[src/rtl/store_buffer_pkg.sv]
// Shared sizing and entry type for the store buffer.
// Buffer geometry is fixed here so the entry struct and all users agree.
package store_buffer_pkg;

  localparam int unsigned AW    = 8;
  localparam int unsigned DW    = 8;
  localparam int unsigned DEPTH = 4;
  localparam int unsigned PTR_W = $clog2(DEPTH);
  localparam int unsigned CNT_W = PTR_W + 1;

  typedef struct packed {
    logic [AW-1:0] addr;
    logic [DW-1:0] data;
  } sb_entry_t;

endpackage

[src/rtl/sb_match.sv]
// Address compare of a load against every buffered store, returning the youngest match.
// hit_data is only consumed when STORE_BUFFER_FWD_EN is defined.
module sb_match
  import store_buffer_pkg::*;
(
  input  sb_entry_t [DEPTH-1:0] entries,
  input  logic      [DEPTH-1:0] valid,
  input  logic      [PTR_W-1:0] wr_ptr,
  input  logic      [AW-1:0]    ld_a,
  output logic                  hit,
  output logic      [DW-1:0]    hit_data
);

  logic [PTR_W-1:0] idx;

  // Walk oldest to youngest so the youngest matching entry is the last one written.
  always_comb begin
    hit      = 1'b0;
    hit_data = '0;
    idx      = '0;
    for (int i = int'(DEPTH); i > 0; i--) begin
      idx = wr_ptr - PTR_W'(i);
      if (valid[idx] && (entries[idx].addr == ld_a)) begin
        hit      = 1'b1;
        hit_data = entries[idx].data;
      end
    end
  end

endmodule

[src/rtl/store_buffer.sv]
// Posted-write FIFO between the core store path and a single-port data memory.
// STORE_BUFFER_FWD_EN: forward youngest matching store to loads instead of stalling them.
module store_buffer
  import store_buffer_pkg::*;
(
  input  logic          clk,
  input  logic          rst,
  input  logic          st_valid,
  input  logic [AW-1:0] st_a,
  input  logic [DW-1:0] st_wd,
  output logic          st_ready,
  input  logic          ld_en,
  input  logic [AW-1:0] ld_a,
  output logic [DW-1:0] ld_rd,
  output logic          ld_stall,
  output logic          busy,
  output logic [AW-1:0] mem_a,
  output logic [DW-1:0] mem_wd,
  output logic          mem_we,
  input  logic [DW-1:0] mem_rd
);

  sb_entry_t [DEPTH-1:0] entries_q;
  logic      [DEPTH-1:0] valid_q;
  logic      [PTR_W-1:0] wr_ptr_q, rd_ptr_q;
  logic      [CNT_W-1:0] count_q;

  sb_entry_t     head;
  logic          hit;
  logic [DW-1:0] hit_data;
  logic          push, pop, load_cycle;

  assign head = entries_q[rd_ptr_q];

  sb_match u_match (
    .entries  (entries_q),
    .valid    (valid_q),
    .wr_ptr   (wr_ptr_q),
    .ld_a     (ld_a),
    .hit      (hit),
    .hit_data (hit_data)
  );

  // Outputs are masked during reset so a reset cycle never issues a write or a stall.
  assign st_ready = rst || (count_q < CNT_W'(DEPTH));
  assign busy     = !rst && (count_q != '0);

`ifdef STORE_BUFFER_FWD_EN
  assign ld_stall = 1'b0;
  assign ld_rd    = (!rst && hit) ? hit_data : mem_rd;
`else
  logic unused_hit_data;
  assign unused_hit_data = ^hit_data;
  assign ld_stall = !rst && ld_en && hit;
  assign ld_rd    = mem_rd;
`endif

  assign load_cycle = ld_en && !ld_stall;
  assign pop        = !rst && (count_q != '0) && !load_cycle;
  assign push       = !rst && st_valid && st_ready;

  assign mem_we = pop;
  assign mem_a  = pop ? head.addr : ld_a;
  assign mem_wd = pop ? head.data : '0;

  always_ff @(posedge clk) begin
    if (rst) begin
      wr_ptr_q <= '0;
      rd_ptr_q <= '0;
      count_q  <= '0;
      valid_q  <= '0;
    end else begin
      if (pop) begin
        valid_q[rd_ptr_q] <= 1'b0;
        rd_ptr_q          <= rd_ptr_q + 1'b1;
      end
      if (push) begin
        valid_q[wr_ptr_q] <= 1'b1;
        wr_ptr_q          <= wr_ptr_q + 1'b1;
      end
      unique case ({push, pop})
        2'b10:   count_q <= count_q + 1'b1;
        2'b01:   count_q <= count_q - 1'b1;
        default: count_q <= count_q;
      endcase
    end
  end

  // Payload storage needs no reset; validity is tracked separately.
  always_ff @(posedge clk) begin
    if (push) begin
      entries_q[wr_ptr_q] <= '{addr: st_a, data: st_wd};
    end
  end

endmodule

[config.mk]
export PLATFORM = sky130hd
export DESIGN_NAME = store_buffer
export DESIGN_NICKNAME = d
export VERILOG_FILES = /design/src/rtl/store_buffer_pkg.sv /design/src/rtl/sb_match.sv /design/src/rtl/store_buffer.sv
export SDC_FILE = /design/constraint.sdc
export NUM_CORES = 1
export LEC_CHECK = 0
export BUFFER_PORTS_ARGS = -buffer_cell sky130_fd_sc_hd__buf_2
export CORE_ASPECT_RATIO = 0.6
export CORE_MARGIN = 3
export CORE_UTILIZATION = 36
export DETAILED_ROUTE_END_ITERATION = 12
export MAX_ROUTING_LAYER = met4
export SLEW_MARGIN = 40
export SYNTH_ARGS = -nofsm -noshare
export SYNTH_HDL_FRONTEND = slang
export SYNTH_HIERARCHICAL = 1
export SYNTH_SLANG_ARGS = --single-unit
[constraint.sdc]
create_clock -name clk -period 3.75 [get_ports clk]
set_input_delay 0.75 -clock clk [delete_from_list [all_inputs] [get_ports clk]]
set_output_delay 0.75 -clock clk [all_outputs]
set_load 0.01 [all_outputs]
==> metrics.txt <==
Mapped Avg Cell Area=14.20 um^2; synth warn=6; number of global-route vias before repair=2912; reg2reg start=wr_ptr_q[1]$_SDFFE_PP0P_; drc violations=0; Chip Height=93.16 um; relative slew slack=40.19%; # IOs=64; total global routing overflow=0; gp weighted congestion=0.8074; post-route minimum period=3877 ps; CP most frequent cell=buf_6; Core ar.=0.01222 mm^2; hold_buf cts=0; max-cap violations=0; CTS tree=done; Int Pwr=0.001695 W; Cell Area, Synth=0.004558 mm^2; PwrDens=405.9 mW/mm^2; Critical-path top delay cell=mux4_2; Final Hold Fails=0; Peak Freq=0.2579 GHz; die width=151.3 um; family with the most delay on the worst path=simple AND/OR/NAND/NOR gates; min-delay worst type=flop to flop; Crit path required time=3000 ps; Fin Hold WS=549.3 ps; final core occ=47.58%; Sw Share=28.17%; Least-Margin Pin Slew=895.9 ps; Critical Path Sink Type=primary output; critical path arrival=3130 ps; clk_skew=6.850 ps; period utilization=103.4%; dpl cell area=0.005017 mm^2; Gate power share=22.3%; Max VDD drop=0.1985 mV; CP cell instances=mux4_2, xor2_2, or4_4, nor2_4, or3_4, nor2b_4, nor3_4, buf_6, mux2_4, buf_6; DRT antenna net count=0; min-delay src=valid_q[3]$_SDFF_PP0_; Pwr Total=0.002359 W; nets=432; CTS buffer count=9; Lkg Pwr=2.088 nW; clk sinks=75; DR vias/cell=5.239; Initial Utilization=37.31%; failing checks=negative setup slack; Vias=2913; layout cells sized above 1=42.20%; WL/cell=19.63 um; First-pass DRT Iterations=4; type of origin of the critical path=flop; Crit. Startpoint=entries_q[56]$_DFFE_PP_; Worst Path Buf+Inv=2; worst-skew pair later-pin latency=340 ps; initial antenna violation count=0; setup ws final=-127.2 ps; syn nets=367; CTS H-tree lvls=3; outcome=complete, but fails checks; cells after synthesis=321; critical path type=flop to primary output; first-pass GRT wire length=16440 um; port bufs=47; # rows=31; Sw Pwr=0.0006646 W; largest net degree at the start of global routing=18; Total GRT Usage=16.39%; final wirelength=10910 um; Reg power frac=41.2%; number of DRC violations after detailed-routing iteration 0=168; largest fanout on the critical path=5; final setup vio count=16; final slew viol count=0; RSZ-0062 raised after global routing=true; clock share of power=36.4%; die area=0.01409 mm^2; root buf cell=clkbuf_16; Detail Placement HPWL=7370 um; Reg clk slew, reported paths=70 ps; antenna diode count=0; design area=0.005813 mm^2; P&R area growth vs syn=27.53%; CP max stage delay=530 ps; Clock Path Buffers=2
power groups by stage:
| stage | clock network (W) | logic (W) | registers, W |
|---|---|---|---|
| after floorplan | 0 | 0.000320 | 0.000971 |
| after CTS | 0.000885 | 0.000494 | 0.000970 |
| after global routing | 0.000929 | 0.000565 | 0.000976 |
| after global placement | 0 | 0.000419 | 0.000991 |
| after detailed placement | 0 | 0.000420 | 0.000992 |
| final | 0.000859 | 0.000527 | 0.000973 |
repair_timing:
action / 4_1_cts / 5_1_grt
gates cloned: 0 / 1
resized for setup: 59 / 20
setup endpoints to repair: 18 / 18
buffers inserted: 7 / 4
pin swaps: 7 / 2
layout make-up:
| type | count | area, um^2 |
|---|---|---|
| Clock inverter | 7 | 75.07 |
| Multi-Input combinational cell | 203 | 2349 |
| Clock buffer | 9 | 225.2 |
| Fill cell | 1091 | 6405 |
| Sequential cell | 75 | 2150 |
| Timing Repair Buffer | 86 | 764.5 |
| Tap cell | 165 | 206.4 |
| Inverter | 11 | 43.79 |
final timing paths:
kind | endpoint | slack, ps | cells after the start
hold / removal | valid_q[3]$_SDFF_PP0_ | 550 | 2
setup reg to reg | count_q[2]$_SDFFE_PP0P_ | 200 | 15
hold reg to reg | valid_q[3]$_SDFF_PP0_ | 550 | 2
setup / recovery | mem_a[3] | -130 | 10
registers in the layout (all words and copies together) (netlist names):
| name | flops |
|---|---|
| entries_q | 64 |
| wr_ptr_q | 2 |
| count_q | 3 |
| rd_ptr_q | 2 |
| valid_q | 4 |
placed cells by master (no fill, tap or decap), types with 3 or more instances in the layout:
| cell type | instances |
|---|---|
| edfxtp_1 | 64 |
| buf_2 | 30 |
| xnor2_1 | 24 |
| buf_4 | 24 |
| buf_6 | 23 |
| mux2i_1 | 22 |
| mux4_1 | 16 |
| mux4_2 | 11 |
| clkbuf_16 | 10 |
| nand2_1 | 9 |
| xor2_1 | 9 |
| ha_1 | 9 |
| dfxtp_1 | 9 |
| mux2i_2 | 9 |
| nor2_1 | 8 |
| and2_4 | 8 |
| mux2_4 | 8 |
| inv_1 | 7 |
| a21oi_1 | 6 |
| buf_12 | 6 |
| xnor2_2 | 5 |
| nand2b_1 | 4 |
| a311oi_1 | 4 |
| o21ai_0 | 4 |
| mux2i_4 | 4 |
| inv_2 | 3 |
| or3_1 | 3 |
| nand3_1 | 3 |
| inv_8 | 3 |
| xor2_2 | 3 |
per-layer routing:
layer / track usage (%) / part of all wire [%] / up-vias
li1: - / - / 1348
met1: 24.66 / 52 / 1459
met2: 21.50 / 42 / 88
met3: 5.085 / 5.6 / 18
met4: 3.620 / 0.93 / 0
met5: - / 0 / -
worst min-delay path: stages, from the launching register on:
cell and delay, ps:
dfxtp_1 330, a21oi_1 120, a311oi_1 60
per-stage QoR:
stage          TNS, ps  worst slack (ps)  cells
3_3_place_gp    -349.5            -60.02    528
6_report         -1207            -127.2    556
3_5_place_dp    -894.6            -107.4    528
2_1_floorplan        0             24.61    321
4_1_cts          -1392            -143.3    551
5_1_grt          -3242            -254.2    556
(Power assumes the default switching activity.)
